--- src/rtl/fp_align_sequencer.sv ---
// rtl/fp_align_sequencer.sv - binary32 exponent compare and serial mantissa alignment controller
// Optional sticky accumulation is built when ALIGN_STICKY_EN is defined.
module fp_align_sequencer #(
    parameter int STEP = 1
) (
    input  logic        clk,
    input  logic        rst_n,
    input  logic        in_valid,
    output logic        in_ready,
    input  logic [31:0] a,
    input  logic [31:0] b,
    output logic        out_valid,
    input  logic        out_ready,
    output logic [7:0]  exp_out,
    output logic [23:0] man_keep,
    output logic [23:0] man_shift,
    output logic        sign_keep,
    output logic        sign_shift,
    output logic        swapped,
    output logic        too_big,
    output logic        sticky
);

    typedef enum logic [1:0] {IDLE, CMP, SHIFT, DONE} state_t;

    localparam logic [4:0] STEP_W = 5'(STEP);

    state_t      state_q, state_d;
    logic [31:0] a_q, a_d, b_q, b_d;
    logic [7:0]  exp_q, exp_d;
    logic [23:0] keep_q, keep_d, shift_q, shift_d;
    logic        sgn_keep_q, sgn_keep_d, sgn_shift_q, sgn_shift_d;
    logic        swapped_q, swapped_d, too_big_q, too_big_d;
    logic [4:0]  cnt_q, cnt_d;

    logic [8:0]  diff;
    logic        swap;
    logic [7:0]  mag;
    logic [23:0] man_a, man_b, pre_shift_man, drop_mask;
    logic [4:0]  amt;

    // Hidden bit follows the raw exponent field; zero exponents are not renormalised.
    assign man_a         = {|a_q[30:23], a_q[22:0]};
    assign man_b         = {|b_q[30:23], b_q[22:0]};
    assign diff          = {1'b0, a_q[30:23]} - {1'b0, b_q[30:23]};
    assign swap          = diff[8];
    assign mag           = swap ? (~diff[7:0] + 8'd1) : diff[7:0];
    assign pre_shift_man = swap ? man_a : man_b;
    assign amt           = (cnt_q < STEP_W) ? cnt_q : STEP_W;
    assign drop_mask     = (24'd1 << amt) - 24'd1;

    always_comb begin
        state_d     = state_q;
        a_d         = a_q;
        b_d         = b_q;
        exp_d       = exp_q;
        keep_d      = keep_q;
        shift_d     = shift_q;
        sgn_keep_d  = sgn_keep_q;
        sgn_shift_d = sgn_shift_q;
        swapped_d   = swapped_q;
        too_big_d   = too_big_q;
        cnt_d       = cnt_q;
        case (state_q)
            IDLE: begin
                if (in_valid) begin
                    a_d     = a;
                    b_d     = b;
                    state_d = CMP;
                end
            end
            CMP: begin
                swapped_d   = swap;
                exp_d       = swap ? b_q[30:23] : a_q[30:23];
                keep_d      = swap ? man_b : man_a;
                shift_d     = pre_shift_man;
                sgn_keep_d  = swap ? b_q[31] : a_q[31];
                sgn_shift_d = swap ? a_q[31] : b_q[31];
                too_big_d   = (mag >= 8'd25);
                cnt_d       = mag[4:0];
                if (mag >= 8'd25) begin
                    shift_d = '0;
                    state_d = DONE;
                end else if (mag == 8'd0) begin
                    state_d = DONE;
                end else begin
                    state_d = SHIFT;
                end
            end
            SHIFT: begin
                shift_d = shift_q >> amt;
                cnt_d   = cnt_q - amt;
                if (cnt_q == amt) state_d = DONE;
            end
            DONE: begin
                if (out_ready) state_d = IDLE;
            end
            default: state_d = IDLE;
        endcase
    end

    always_ff @(posedge clk or negedge rst_n) begin
        if (!rst_n) begin
            state_q     <= IDLE;
            a_q         <= '0;
            b_q         <= '0;
            exp_q       <= '0;
            keep_q      <= '0;
            shift_q     <= '0;
            sgn_keep_q  <= 1'b0;
            sgn_shift_q <= 1'b0;
            swapped_q   <= 1'b0;
            too_big_q   <= 1'b0;
            cnt_q       <= '0;
        end else begin
            state_q     <= state_d;
            a_q         <= a_d;
            b_q         <= b_d;
            exp_q       <= exp_d;
            keep_q      <= keep_d;
            shift_q     <= shift_d;
            sgn_keep_q  <= sgn_keep_d;
            sgn_shift_q <= sgn_shift_d;
            swapped_q   <= swapped_d;
            too_big_q   <= too_big_d;
            cnt_q       <= cnt_d;
        end
    end

`ifdef ALIGN_STICKY_EN
    logic sticky_q, sticky_d;

    // Collects every bit that falls off the low end of the shifted mantissa.
    always_comb begin
        sticky_d = sticky_q;
        case (state_q)
            IDLE:    if (in_valid) sticky_d = 1'b0;
            CMP:     if (mag >= 8'd25) sticky_d = |pre_shift_man;
            SHIFT:   sticky_d = sticky_q | (|(shift_q & drop_mask));
            default: sticky_d = sticky_q;
        endcase
    end

    always_ff @(posedge clk or negedge rst_n) begin
        if (!rst_n) sticky_q <= 1'b0;
        else        sticky_q <= sticky_d;
    end

    assign sticky = sticky_q;
`else
    assign sticky = 1'b0;
`endif

    assign in_ready   = (state_q == IDLE);
    assign out_valid  = (state_q == DONE);
    assign exp_out    = exp_q;
    assign man_keep   = keep_q;
    assign man_shift  = shift_q;
    assign sign_keep  = sgn_keep_q;
    assign sign_shift = sgn_shift_q;
    assign swapped    = swapped_q;
    assign too_big    = too_big_q;

endmodule

--- config.mk ---
export PLATFORM = sky130hd
export DESIGN_NAME = fp_align_sequencer
export DESIGN_NICKNAME = d
export VERILOG_FILES = /design/src/rtl/fp_align_sequencer.sv
export SDC_FILE = /design/constraint.sdc
export NUM_CORES = 1
export LEC_CHECK = 0
export CELL_PAD_IN_SITES_DETAIL_PLACEMENT = 2
export CELL_PAD_IN_SITES_GLOBAL_PLACEMENT = 2
export CORE_AREA = 2 2 133 135
export CTS_BUF_LIST = sky130_fd_sc_hd__clkbuf_4
export CTS_CLUSTER_DIAMETER = 30
export DETAILED_ROUTE_END_ITERATION = 12
export DIE_AREA = 0 0 135 137
export DONT_BUFFER_PORTS = 1
export HOLD_SLACK_MARGIN = 0.08
export PLACE_DENSITY = 0.88
export SYNTH_ARGS = -nofsm -noshare
export SYNTH_HDL_FRONTEND = slang
export SYNTH_SLANG_ARGS = --single-unit
--- constraint.sdc ---
create_clock -name clk -period 3.5 [get_ports clk]
set_input_delay 0.7 -clock clk [delete_from_list [all_inputs] [get_ports clk]]
set_output_delay 0.7 -clock clk [all_outputs]
set_load 0.02 [all_outputs]
Word level (Yosys, flattened, before mapping)
Cells that the tools add are included.

Register bits: 131. Output and inout bits: 63. Word-level logic and storage cells: 48.

Add/subtract/negate cells: 3. Order comparisons: 2. Eq/ne operators: 7. Shift operators: 1. Mux-type cells: 16. Bitwise gates (word level): 1. Reduce and logical (&&, ||, !) cells: 7.

Operators with widths (number): $mux 24 (3); $pmux 24 s2 (1); $shr 24x5->24 (1); $mux 8 (2); $reduce_or 8->1 (2); $pmux 5 s2 (1); $sub 8x8->9 (1); $add 8x1->8 const B (1); $ge 8x5->1 const B (1); $logic_not 8->1 (1); $not 8->8 (1); $pmux 2 s4 (1); $mux 2 (3); $eq 5x5->1 (1); $lt 5x1->1 const B (1); $mux 5 (1); $sub 5x5->5 (1); $eq 2x2->1 const B (2); $mux 1 (4); $ne 2x2->1 const B (2); $reduce_and 3->1 (1); $eq 2x1->1 const B (1); $logic_not 2->1 (1); $ne 2x1->1 const B (1); 2 further kinds (2).

Logic depth before layout (Yosys ltp)
Word-level depth: 8. Depth in mapped cells: 14. Depth with buffers taken out: 12.

Worst setup path before layout
Ideal clock, no wire load.

Path kind: flip-flop to flip-flop. Start point: register cnt_q[1]. End point: register state_q[0]. Arrival: 2.711 ns. Data required time: 3.376 ns. Path slack: 0.665 ns. Stages on the path, launching flop included: 10. Clock period less this slack: 2.835 ns. Cell sequence: dfrtp_1 -> or3_1 -> o21bai_1 -> ha_1 -> or4b_1 -> a222oi_1 -> nor3b_2 -> o41ai_1 -> a2bb2oi_1 -> o31a_1.

Word-level cells in the longest chain between the ends: 5.

RTL lines: start, declared (line 34) `logic [4:0] cnt_q, cnt_d;`; start signal, assigned (line 126) `cnt_q <= cnt_d;`; $lt 5x1->1 (line 49) `assign amt = (cnt_q < STEP_W) ? cnt_q : STEP_W;`; $mux 5 (line 49); $eq 5x5->1 * (line 93) `if (cnt_q == amt) state_d = DONE;`; $ne 2x2->1 (no line) *; $reduce_and 3->1 (no line) *; end signal, assigned (line 116) `state_q <= state_d;`; end, declared (line 28) `state_t state_q, state_d;`.

Mark *: on every way between the ends. The rest lies on a longest branch, timed or not. A chain may end at the register's enable or synchronous reset.

Worst setup path in the final report
Ends and elaborated chain as after synthesis.

==> run summary <==
initial antenna violation count - 2
Antenna Nets Post-Route - 0
synth unique cells - 59
post-synthesis sequential area ratio - 0.476
status - finished with violations
num rows - 48
max frequency - 294 MHz
clk sinks - 131
Yosys top cell area share - 0.476
WL/cell - 23.2 µm
clk_lat worst skew - 530 ps
number of synthesized flops with an enable pin - 0
Clock Skews - 18.5 ps
failing checks - hold timing
Hold Path Class - input port to async pin
Worst-path clk slew - 120 ps
Die Span X - 135 µm
critical path fanouts, max - 5
Die Area - 0.0185 mm²
endpoints failing hold - 131
CTS tree - yes
worst hold slack - -146 ps
initial drt markers - 255
main combinational cell family by area after synthesis - simple AND/OR/NAND/NOR gates
Worst Reg-to-Reg Cells - 9
Synth Area per Inst - 9.69 µm²
fin crit period - 3400 ps
initial core utilization - 0.404
drt drc - 0
DRT Pass-1 Iters - 4
Final setup viols - 0
vias - 5447
Worst EP arrival - 3820 ps
register-to-register setup slack - 100 ps
io pins - 131
placed cells - 902
yosys warns - 0
Non-Filler Instances - 936
Tightest Pin Transition - 984 ps
# H-tree levels - 4
gr ovfl total - 0
maximum root-to-sink buffer count - 2
Max Cap Viol - 0
Overall Global Routing Usage - 0.243
Cells after Synth - 711
Synth Area in Compound Gates - 0.160
Pins Over Slew Limit - 0
Final Wtd Congestion - 0.830
vias in the first global route - 6008
CORE AREA - 0.0171 mm²
Setup CP Type - flip-flop to flip-flop
global-route wire length before repair - 34.3 mm
hpwl dp - 15.1 mm
XOR/XNOR Fraction of Synth Area - 0.0153
share of layout cells above drive strength 1 - 0.182
CTS root buf - clkbuf_4
FFs w/ async S/R, synth - 1.00
via density per instance - 5.82
PortBufs - 0
Synth Area in Adders - 0.0302
Primary FF master, synth - dfrtp_1
Synth Area in Simple Gates - 0.160
syn nets - 795
most frequent cells in the layout - 173 x nand2_1, 131 x dfrtp_1, 66 x mux2_2, 39 x nor2_1, 38 x a21oi_1
synthesized cell area - 0.00689 mm²
setup tns final - 0 ps
area leader, netlist - dfrtp_1
commonest non-fill, non-tap cell in the layout - nand2_1
Die H - 137 µm
CP Data Required Time - 3920 ps
part of the cycle the worst path needs - 0.971
CP Launch Type - flip-flop
CTS buffer count - 17
largest net degree at the start of global routing - 132
relative slew slack - 0.341
proportion of synthesized area in mux cells - 0.112
post-synthesis register bit count - 131
nets@finish - 781
Layout area overhead - 7.54%
CP endpoint kind - flip-flop
leading post-synthesis cells by cell area - dfrtp_1 48%, mux2_2 11%, nand2_1 9.5%, a31oi_1 3.1%, a22o_1 3.1%
Routed WL - 21.8 mm
-- metal layers --
layer / vias to the layer above / share of wire / global-route usage
met1: 2854 / 0.42 / 0.301
met5: - / 0 / 0
li1: 2443 / - / -
met3: 22 / 0.058 / 0.0719
met2: 128 / 0.51 / 0.415
met4: 0 / 0.015 / 0.0648
-- synth_stat cells (4+ instances only) --
cell type  count
nand2_1      174
dfrtp_1      131
mux2_2        66
a21oi_1       39
nor2_1        39
a31oi_1       34
clkbuf_1      34
nor2b_1       26
a22o_1        24
o31ai_1       24
inv_1         19
ha_1          15
o21ai_0        7
xnor2_1        5
a21o_1         4
and3_1         4
buf_1          4
buf_2          4
nor4_1         4
-- through the flow --
step / cell area [µm²] / setup WS [ps] / utilization
global placement: 7100 / 429 / 0.416
finish: 7410 / 100 / 0.434
global route: 7410 / -43.0 / 0.434
detailed placement: 7100 / 152 / 0.416
floorplan: 6890 / 665 / -
CTS: 7370 / 63.5 / 0.432
-- cell families (layout without fill, tap and decap cells) --
logic type               count (synthesis)  in the layout
AND/OR/NAND/NOR                        260            260
AO/OA/AOI/OAI                          157            157
flip-flops                             131            131
multiplexers                            69             69
buffers and inverters                   68             66
adder cells (fa/ha/maj)                 16             16
XOR/XNOR                                 9              9
other                                    1              3
-- critical path, cell delays in order (launching register included) --
cell and delay [ps]:
dfrtp_1 450, or3_1 480, o21bai_1 220, ha_1 300
or4b_1 470, a222oi_1 490, nor3b_2 340, o41ai_1 140
a2bb2oi_1 160, o31a_1 250
-- state kept, by name, indices dropped and copies added (netlist names) --
register    cells
state_q         2
b_q            32
a_q            32
exp_out         8
cnt_q           5
man_shift      24
swapped         1
man_keep       24
too_big         1
sign_keep       1
sign_shift      1
-- final cells by class --
type	count	area (µm²)
inverters	19	71.3
repair buffers	16	149
flip-flops and latches	131	3280
fillers	1858	9650
well taps	225	282
multi-input cells	512	3350
clock buffers	17	128
clock inverters	14	139
diodes	2	5.00
-- repair_timing --
item,in CTS,in global routing
setup buffers,0,1
endpoints found under the setup margin,0,11
hold endpoints to repair,131,131
gates resized for setup,0,5
-- path summary, 6_finish.rpt --
path | from | to
max in group asynchronous | rst_n | exp_out[5]
min | rst_n | man_keep[11]
min in group clk | a[13] | a_q[13]
max | cnt_q[1] | state_q[0]
max reg2reg | cnt_q[1] | state_q[0]
min reg2reg | b_q[0] | b_q[0]
Power is not shown: default switching activity piles up to over one toggle a cycle in this logic, so the estimate is an artifact.
